==> config.mk <==
export PLATFORM = sky130hd
export DESIGN_NAME = awg_sweep_ctrl
export DESIGN_NICKNAME = d
export VERILOG_FILES = /design/src/rtl/awg_sweep_ctrl.sv
export SDC_FILE = /design/constraint.sdc
export NUM_CORES = 1
export LEC_CHECK = 0
export ABC_AREA = 1
export BUFFER_PORTS_ARGS = -buffer_cell sky130_fd_sc_hd__buf_2
export CAP_MARGIN = 20
export CORE_AREA = 2 2 118 120
export CTS_BUF_LIST = sky130_fd_sc_hd__clkbuf_2 sky130_fd_sc_hd__clkbuf_4 sky130_fd_sc_hd__clkbuf_8
export DETAILED_ROUTE_END_ITERATION = 16
export DIE_AREA = 0 0 120 122
export GPL_TIMING_DRIVEN = 0
export HOLD_SLACK_MARGIN = 0.02
export PLACE_DENSITY = 0.77
export SLEW_MARGIN = 20
export SYNTH_ARGS = -nofsm -noshare
export SYNTH_HDL_FRONTEND = slang
export SYNTH_SLANG_ARGS = --single-unit
==> constraint.sdc <==
create_clock -name clk -period 3.95 [get_ports clk]
set_input_delay 0.9875 -clock clk [delete_from_list [all_inputs] [get_ports clk]]
set_output_delay 0.9875 -clock clk [all_outputs]
set_load 0.03 [all_outputs]
==> src/rtl/awg_sweep_ctrl.sv <==
// Frequency-sweep sequencer for one sawtooth generator channel: steps the
// increment word from a start to a stop bound, holding each point for dwell+1 cycles.
module awg_sweep_ctrl #(
  parameter int DWELL_W = 16,
  parameter int FREQ_W  = 12
) (
  input  logic               clk,
  input  logic               rst,
  input  logic               start,
  input  logic               stop,
  input  logic               cont,
  input  logic [FREQ_W-1:0]  freq_start,
  input  logic [FREQ_W-1:0]  freq_stop,
  input  logic [FREQ_W-1:0]  freq_step,
  input  logic [DWELL_W-1:0] dwell,
  input  logic [2:0]         amp_in,
  output logic               gen_en,
  output logic [FREQ_W-1:0]  gen_freq,
  output logic [2:0]         gen_amp,
  output logic [FREQ_W-1:0]  pt_idx,
  output logic               busy,
  output logic               done
);

  typedef enum logic [1:0] {IDLE, RUN, FIN} state_t;

  state_t              state_reg;
  logic                cont_reg;
  logic                up_reg;
  logic [FREQ_W-1:0]   fstart_reg;
  logic [FREQ_W-1:0]   fstop_reg;
  logic [FREQ_W-1:0]   fstep_reg;
  logic [DWELL_W-1:0]  dwell_reg;
  logic [DWELL_W-1:0]  dwell_cnt_reg;
  logic                gen_en_reg;
  logic [FREQ_W-1:0]   gen_freq_reg;
  logic [2:0]          gen_amp_reg;
  logic [FREQ_W-1:0]   pt_idx_reg;
  logic                busy_reg;
  logic                done_reg;

  logic [FREQ_W:0]     sum_next;
  logic [FREQ_W:0]     diff_next;
  logic [FREQ_W-1:0]   freq_next;
  logic                in_bound_next;
  logic [2:0]          amp_clamped_next;

  // One extra bit catches carry-out on the way up and borrow on the way down.
  assign sum_next  = {1'b0, gen_freq_reg} + {1'b0, fstep_reg};
  assign diff_next = {1'b0, gen_freq_reg} - {1'b0, fstep_reg};

  always_comb begin
    freq_next     = sum_next[FREQ_W-1:0];
    in_bound_next = 1'b0;
    if (up_reg) begin
      in_bound_next = !sum_next[FREQ_W] && (sum_next[FREQ_W-1:0] <= fstop_reg);
    end else begin
      freq_next     = diff_next[FREQ_W-1:0];
      in_bound_next = !diff_next[FREQ_W] && (diff_next[FREQ_W-1:0] >= fstop_reg);
    end
    if (fstep_reg == '0) in_bound_next = 1'b0;
  end

  // The generator divides by amp, so zero would be illegal downstream.
  assign amp_clamped_next = (amp_in == 3'd0) ? 3'd1 : amp_in;

  always_ff @(posedge clk) begin
    if (rst) begin
      state_reg     <= IDLE;
      cont_reg      <= 1'b0;
      up_reg        <= 1'b1;
      fstart_reg    <= '0;
      fstop_reg     <= '0;
      fstep_reg     <= '0;
      dwell_reg     <= '0;
      dwell_cnt_reg <= '0;
      gen_en_reg    <= 1'b0;
      gen_freq_reg  <= '0;
      gen_amp_reg   <= 3'd1;
      pt_idx_reg    <= '0;
      busy_reg      <= 1'b0;
      done_reg      <= 1'b0;
    end else begin
      case (state_reg)
        IDLE: begin
          done_reg <= 1'b0;
          if (start && !stop) begin
            cont_reg      <= cont;
            up_reg        <= (freq_start <= freq_stop);
            fstart_reg    <= freq_start;
            fstop_reg     <= freq_stop;
            fstep_reg     <= freq_step;
            dwell_reg     <= dwell;
            gen_amp_reg   <= amp_clamped_next;
            gen_freq_reg  <= freq_start;
            pt_idx_reg    <= '0;
            dwell_cnt_reg <= '0;
            gen_en_reg    <= 1'b1;
            busy_reg      <= 1'b1;
            state_reg     <= RUN;
          end
        end

        RUN: begin
          if (stop) begin
            gen_en_reg    <= 1'b0;
            busy_reg      <= 1'b0;
            dwell_cnt_reg <= '0;
            state_reg     <= IDLE;
          end else if (dwell_cnt_reg == dwell_reg) begin
            dwell_cnt_reg <= '0;
            if (in_bound_next) begin
              gen_freq_reg <= freq_next;
              pt_idx_reg   <= pt_idx_reg + 1'b1;
            end else if (cont_reg) begin
              gen_freq_reg <= fstart_reg;
              pt_idx_reg   <= '0;
            end else begin
              gen_en_reg <= 1'b0;
              busy_reg   <= 1'b0;
              done_reg   <= 1'b1;
              state_reg  <= FIN;
            end
          end else begin
            dwell_cnt_reg <= dwell_cnt_reg + 1'b1;
          end
        end

        FIN: begin
          done_reg  <= 1'b0;
          state_reg <= IDLE;
        end

        default: state_reg <= IDLE;
      endcase
    end
  end

  assign gen_en   = gen_en_reg;
  assign gen_freq = gen_freq_reg;
  assign gen_amp  = gen_amp_reg;
  assign pt_idx   = pt_idx_reg;
  assign busy     = busy_reg;
  assign done     = done_reg;

endmodule

# --- After elaboration in Yosys (flattened, before gate mapping) ---
# Index checks and enable logic that the tools add are counted.
word_totals:
  mem_bits_ro: 0
  latch_bits: 0
  mem_count: 0
  reg_bits: 101
  mem_bits_rw: 0
  wordCells: 87
  output_inout_bits: 30
  inputBits: 60
classes:
  n_lt_le_gt_ge: 3
  multipliers: 0
  bitwise_logic: 0
  n_eq_ne: 12
  shifts: 0
  mux: 37
  n_div: 0
  add_sub_neg: 4
  n_reduce_logical: 18
ops:
  columns: ["cell", "count"]
  rows:
  - ["$mux 12", 11]
  - ["$mux 16", 3]
  - ["$pmux 12 s2", 2]
  - ["$pmux 16 s2", 1]
  - ["$le 12x12->1", 2]
  - ["$add 16x1->16 const B", 1]
  - ["$eq 16x16->1", 1]
  - ["$reduce_and 5->1", 3]
  - ["$add 12x12->13", 1]
  - ["$sub 12x12->13", 1]
  - ["$add 12x1->12 const B", 1]
  - ["$ge 12x12->1", 1]
  - ["$logic_not 12->1", 1]
  - ["$ne 3x3->1 const B", 4]
  - ["$mux 1", 11]
  - ["$mux 2", 5]
  - ["$ne 2x2->1 const B", 5]
  - ["$pmux 1 s2", 2]
  - ["$pmux 2 s2", 1]
  - ["$reduce_and 2->1", 2]
  - ["$reduce_and 4->1", 1]
  - ["$reduce_bool 2->1", 2]
  - ["$logic_and 1x1->1", 3]
  - ["$logic_not 1->1", 3]
  - ["other kinds (6)", 6]

# --- Longest topological paths before layout ---
logic_depth:
  word_depth: 9
  mapped_depth: 29
  ltp_nobuf: 27

# --- Worst setup path after synthesis ---
# Ideal clock, no wire load.
synth_path:
  kind: "register -> register"
  startpoint: "register gen_freq_reg[2], in the netlist gen_freq[2]"
  endpoint: "register gen_freq_reg[2], in the netlist gen_freq[2]"
  stages_incl_launch_ff: 25
  arrival_ns: 3.149
  setup_ns: 0.112
  required_ns: 3.838
  n_path_buf: 2
  setup_slack_ns: 0.690
  synth_period_minus_slack_ns: 3.260
  path_cell_list: "dfxtp_1 ha_1 buf_4 a21oi_1 o21ai_0 nand2_1 nand2_1 nand2_1 nand3_1 and2_1 ha_1 nand2_1 nor2_1 nand2_1 nor2_1 nand2_1 nand2_1 nand2_2 nand2_2 nand3_4 nand2_8 buf_4 nand3_1 nor2_1 nor2_1"
synth_via:
  elab_chain_cells: 9
  elab_cells_between_ends: 17
  cone_classes: "add/sub (2); order compare (2); eq/ne (1); mux (7); reduce/logical (5)"
synth_rtl:
  columns: ["item", "line", "text"]
  rows:
  - ["start, declared", "36", "logic [FREQ_W-1:0] gen_freq_reg;"]
  - ["start signal, assigned", "95", "gen_freq_reg <= freq_start;"]
  - ["start signal, assigned", "113", "gen_freq_reg <= freq_next;"]
  - ["start signal, assigned", "116", "gen_freq_reg <= fstart_reg;"]
  - ["$sub 12x12->13 / $add 12x12->13 (equally long branches)", "50, 49", null]
  - ["$ge 12x12->1 (tied with other cells)", "59", "in_bound_next = !diff_next[FREQ_W] && (diff_next[FREQ_W-1:0] >= fstop_reg);"]
  - ["$logic_and 1x1->1 (on tied branches)", "59, 56", null]
  - ["$mux 1", "55", "if (up_reg) begin"]
  - ["$mux 1", "61", "if (fstep_reg == '0) in_bound_next = 1'b0;"]
  - ["$mux 12", "112", "if (in_bound_next) begin"]
  - ["$mux 12", "110", "end else if (dwell_cnt_reg == dwell_reg) begin"]
  - ["$mux 12", "105", "if (stop) begin"]
  - ["$pmux 12 s2", "84", "case (state_reg)"]
# Parallel ways exist; a longest one is shown, timed or not. The select of a mux whose other input is x is not followed.
# A chain may end at the register's enable or synchronous reset.

# --- Worst setup path in the final report ---
layout_path:
  startpoint: "register fstep_reg[2]"
  endpoint: "register gen_freq_reg[5], in the netlist gen_freq[5]"
layout_via:
  elab_chain_cells: 9
  elab_cells_between_ends: 18
  cone_classes: "add/sub (2); order compare (2); eq/ne (1); mux (7); reduce/logical (6)"
layout_rtl:
  columns: ["item", "line", "text"]
  rows:
  - ["start, declared", "32", "logic [FREQ_W-1:0] fstep_reg;"]
  - ["start signal, assigned", "92", "fstep_reg <= freq_step;"]
  - ["$sub 12x12->13 / $add 12x12->13 (equally long branches)", "50, 49", null]
  - ["$ge 12x12->1 (tied with other cells)", "59", null]
  - ["$logic_and 1x1->1 (on tied branches)", "59, 56", null]
  - ["$mux 1", "55", null]
  - ["$mux 1", "61", null]
  - ["$mux 12", "112", null]
  - ["$mux 12", "110", null]
  - ["$mux 12", "105", null]
  - ["$pmux 12 s2", "84", null]
# Parallel ways exist; a longest one is shown, timed or not. The select of a mux whose other input is x is not followed.

==> out/summary.txt <==
Slew HR -> 0.591
Max Root-Sink Buffers -> 2
top-area cell type share of the netlist area -> 0.280
Final Wtd Congestion -> 0.975
fmax -> 271 MHz
cell area after synthesis -> 7220 um^2
Worst R2R End -> gen_freq[5]
pwr/cell area -> 377 nW/um^2
YS warnings -> 0
initial antenna violation count -> 0
post-synthesis compound-gate area fraction -> 0.123
Hold Crit Start -> fstart_reg[2]
status -> finished, final reports clean
Critical Path End Type -> flop
largest net degree at the start of global routing -> 18
Slew @ Worst Pin -> 0.614 ns
min-delay worst type -> flop to flop
wire per inst -> 14.6 um
R2R cell count -> 26
number of synthesized flops with an enable pin -> 0
Post-Syn Nets -> 1,229
htree depth -> 3
die area -> 14,600 um^2
I/O pin total -> 90
total gr overflow -> 0
Worst VDD drop -> 0.253 mV
skew final -> 0.0106 ns
XOR/XNOR Fraction of Synth Area -> 0.0461
Reg2Reg Launch Point -> fstep_reg[2]
Nets -> 1,329
P_leak -> 3.97 nW
core area -> 13,500 um^2
Crit Path Class -> flop to flop
ANT nets after route -> 0
DIE WIDTH -> 120 um
main combinational cell family by area after synthesis -> simple AND/OR/NAND/NOR gates
CP startpoint -> fstep_reg[2]
final instance area -> 8120 um^2
worst-path maximum fanout -> 10
drt drc -> 0
TNS Setup -> 0 ns
Clock Latency Late Sink -> 0.37 ns
CTS tree -> built
Tot Pwr -> 3.06 mW
R2R setup slack -> 0.26 ns
Critical Path RT -> 4.23 ns
Post-Route WL -> 20.3 mm
DRT Pass-1 Iters -> 5
Post-CTS Hold Buffers -> 0
multiplexer share of the synthesized area -> 0
vias in the first global route -> 6,604
Post-Synth Adder-Cell Area -> 0.113
diode count -> 0
count leader, synth -> nand2_1
Synth Flop Type -> dfxtp_1
Via density -> 5.24
drt first-iter violations -> 514
final hold viol count -> 0
area of placed instances -> 7890 um^2
Synth Instances -> 1,105
Worst Setup EP -> gen_freq[5]
first-pass GRT wire length -> 33.0 mm
post-synth cell types -> 43
max-slew violations -> 0
# setup viols final -> 0
Starting Density -> 0.535
Die H -> 122 um
Synth Register Bits -> 101
min cycle time layout -> 3.69 ns
Fin Hold WS -> 0.459 ns
area leader, netlist -> dfxtp_1
clock root buffer master -> clkbuf_8
fin util -> 0.601
Std-Cell Rows -> 43
Num CTS Buffers -> 9
layout cell share with drive strength beyond 1 -> 0.146
fillers -> 1,381
dpl hpwl -> 16.2 mm
Layout area overhead -> 12.4%
Port Buffer Count -> 89
Seq/Total Area, Yosys -> 0.280
fin crit share -> 0.935
Post-Synth Simple-Gate Area -> 0.334
CP arrival -> 3.97 ns
Sink Count -> 101
CP Launch Type -> flop
max cap viols -> 0
top cells by area, synth -> dfxtp_1 28%, nand2_1 13%, ha_1 11%
Clk pin slew, worst setup/hold paths -> 0.10 ns
All-Layer GR Usage -> 0.284
ys async rst share -> 0
mean area per synthesized cell -> 6.54 um^2
Synth top cells by count -> 247 x nand2_1, 171 x nor2_1, 123 x inv_1
via count -> 7,284
## stage by stage
| stage | setup slack, ns | std cells |
|---|---|---|
| final | 0.255 | 1390 |
| after CTS | 0.0730 | 1390 |
| after global placement | 0.0934 | 1374 |
| after detailed placement | 0.00324 | 1374 |
| after floorplan | 0.690 | 1105 |
| after global routing | -0.00101 | 1390 |
## layout make-up
class	instances	area (um^2)	share of cell area
repair buffers	89	445	0.0549
well taps	180	225	0.0277
inverters	134	505	0.0622
multi-input cells	827	4490	0.552
plain buffers	43	249	0.0307
flip-flops and latches	101	2020	0.249
clock buffers	10	138	0.0169
clock inverters	6	47.5	0.00586
## worst min path at each step
stage / to / slack (ns) / cells past startpoint
6_report: fstart_reg[2] / 0.46 / 2
3_3_place_gp: fstart_reg[9] / 0.44 / 2
4_1_cts: fstart_reg[2] / 0.46 / 2
5_1_grt: fstart_reg[9] / 0.49 / 2
2_1_floorplan: fstart_reg[11] / 0.43 / 2
3_5_place_dp: fstart_reg[2] / 0.44 / 2
## kinds of logic after synthesis
| logic type | Yosys count |
|---|---|
| and+or+nand+nor | 559 |
| adders and majority gates | 64 |
| AOI/OAI and AO/OA | 166 |
| buffers and inverters | 177 |
| DFF | 101 |
| xor gates and xnor gates | 38 |
## per-layer routing
metal / routed length, um / track usage
met5: 0 / 0
met2: 9800 / 0.496
met4: 621 / 0.109
met3: 997 / 0.0281
met1: 8880 / 0.363
## cell usage in the layout, fill, tap and decap left out, types with 9 or more instances in the layout
| master | synthesis | routed |
|---|---|---|
| nand2_1 | 247 | 246 |
| nor2_1 | 171 | 167 |
| inv_1 | 123 | 123 |
| dfxtp_1 | 101 | 99 |
| buf_2 | 8 | 96 |
| o21ai_0 | 75 | 73 |
| a21oi_1 | 72 | 71 |
| nand3_1 | 63 | 63 |
| ha_1 | 62 | 62 |
| xor2_1 | 22 | 22 |
| clkbuf_1 | 20 | 20 |
| nand4_1 | 18 | 18 |
| nand2_2 | 15 | 16 |
| xnor2_1 | 16 | 16 |
| nor3_1 | 14 | 13 |
| clkbuf_8 | 0 | 10 |
| nor2_2 | 6 | 9 |
## power by group
part           internal [mW]  leakage [nW]  switching [mW]  total, mW
clock                  0.251        0.0928           0.379      0.630
sequential              1.08         0.828          0.0542       1.13
combinational          0.449          3.05           0.851       1.30
## worst max-delay path, stage by stage, from the launching register on
cell	delay, ns
dfxtp_1	0.34
inv_1	0.07
ha_1	0.27
buf_4	0.16
nand2_1	0.07
o21ai_2	0.21
nand2_1	0.09
nand2_2	0.12
nand2_1	0.09
nand2_1	0.06
nand2_1	0.06
and2_1	0.17
ha_1	0.30
nand2_1	0.08
nor2_2	0.16
nand2_1	0.07
nor2_1	0.08
nand2_1	0.06
nand2_1	0.12
nand2_2	0.11
nand2_2	0.11
nand3_4	0.17
nand2_8	0.14
buf_4	0.18
nand3_1	0.08
nor2_1	0.17
nor2_1	0.06
## timing repair
item | in CTS | in global routing
pin swaps | 0 | 1
gates resized for setup | 1 | 15
setup endpoints to repair | 1 | 25
setup buffers | 0 | 0
Note: power is estimated with default switching activity, not from simulation.
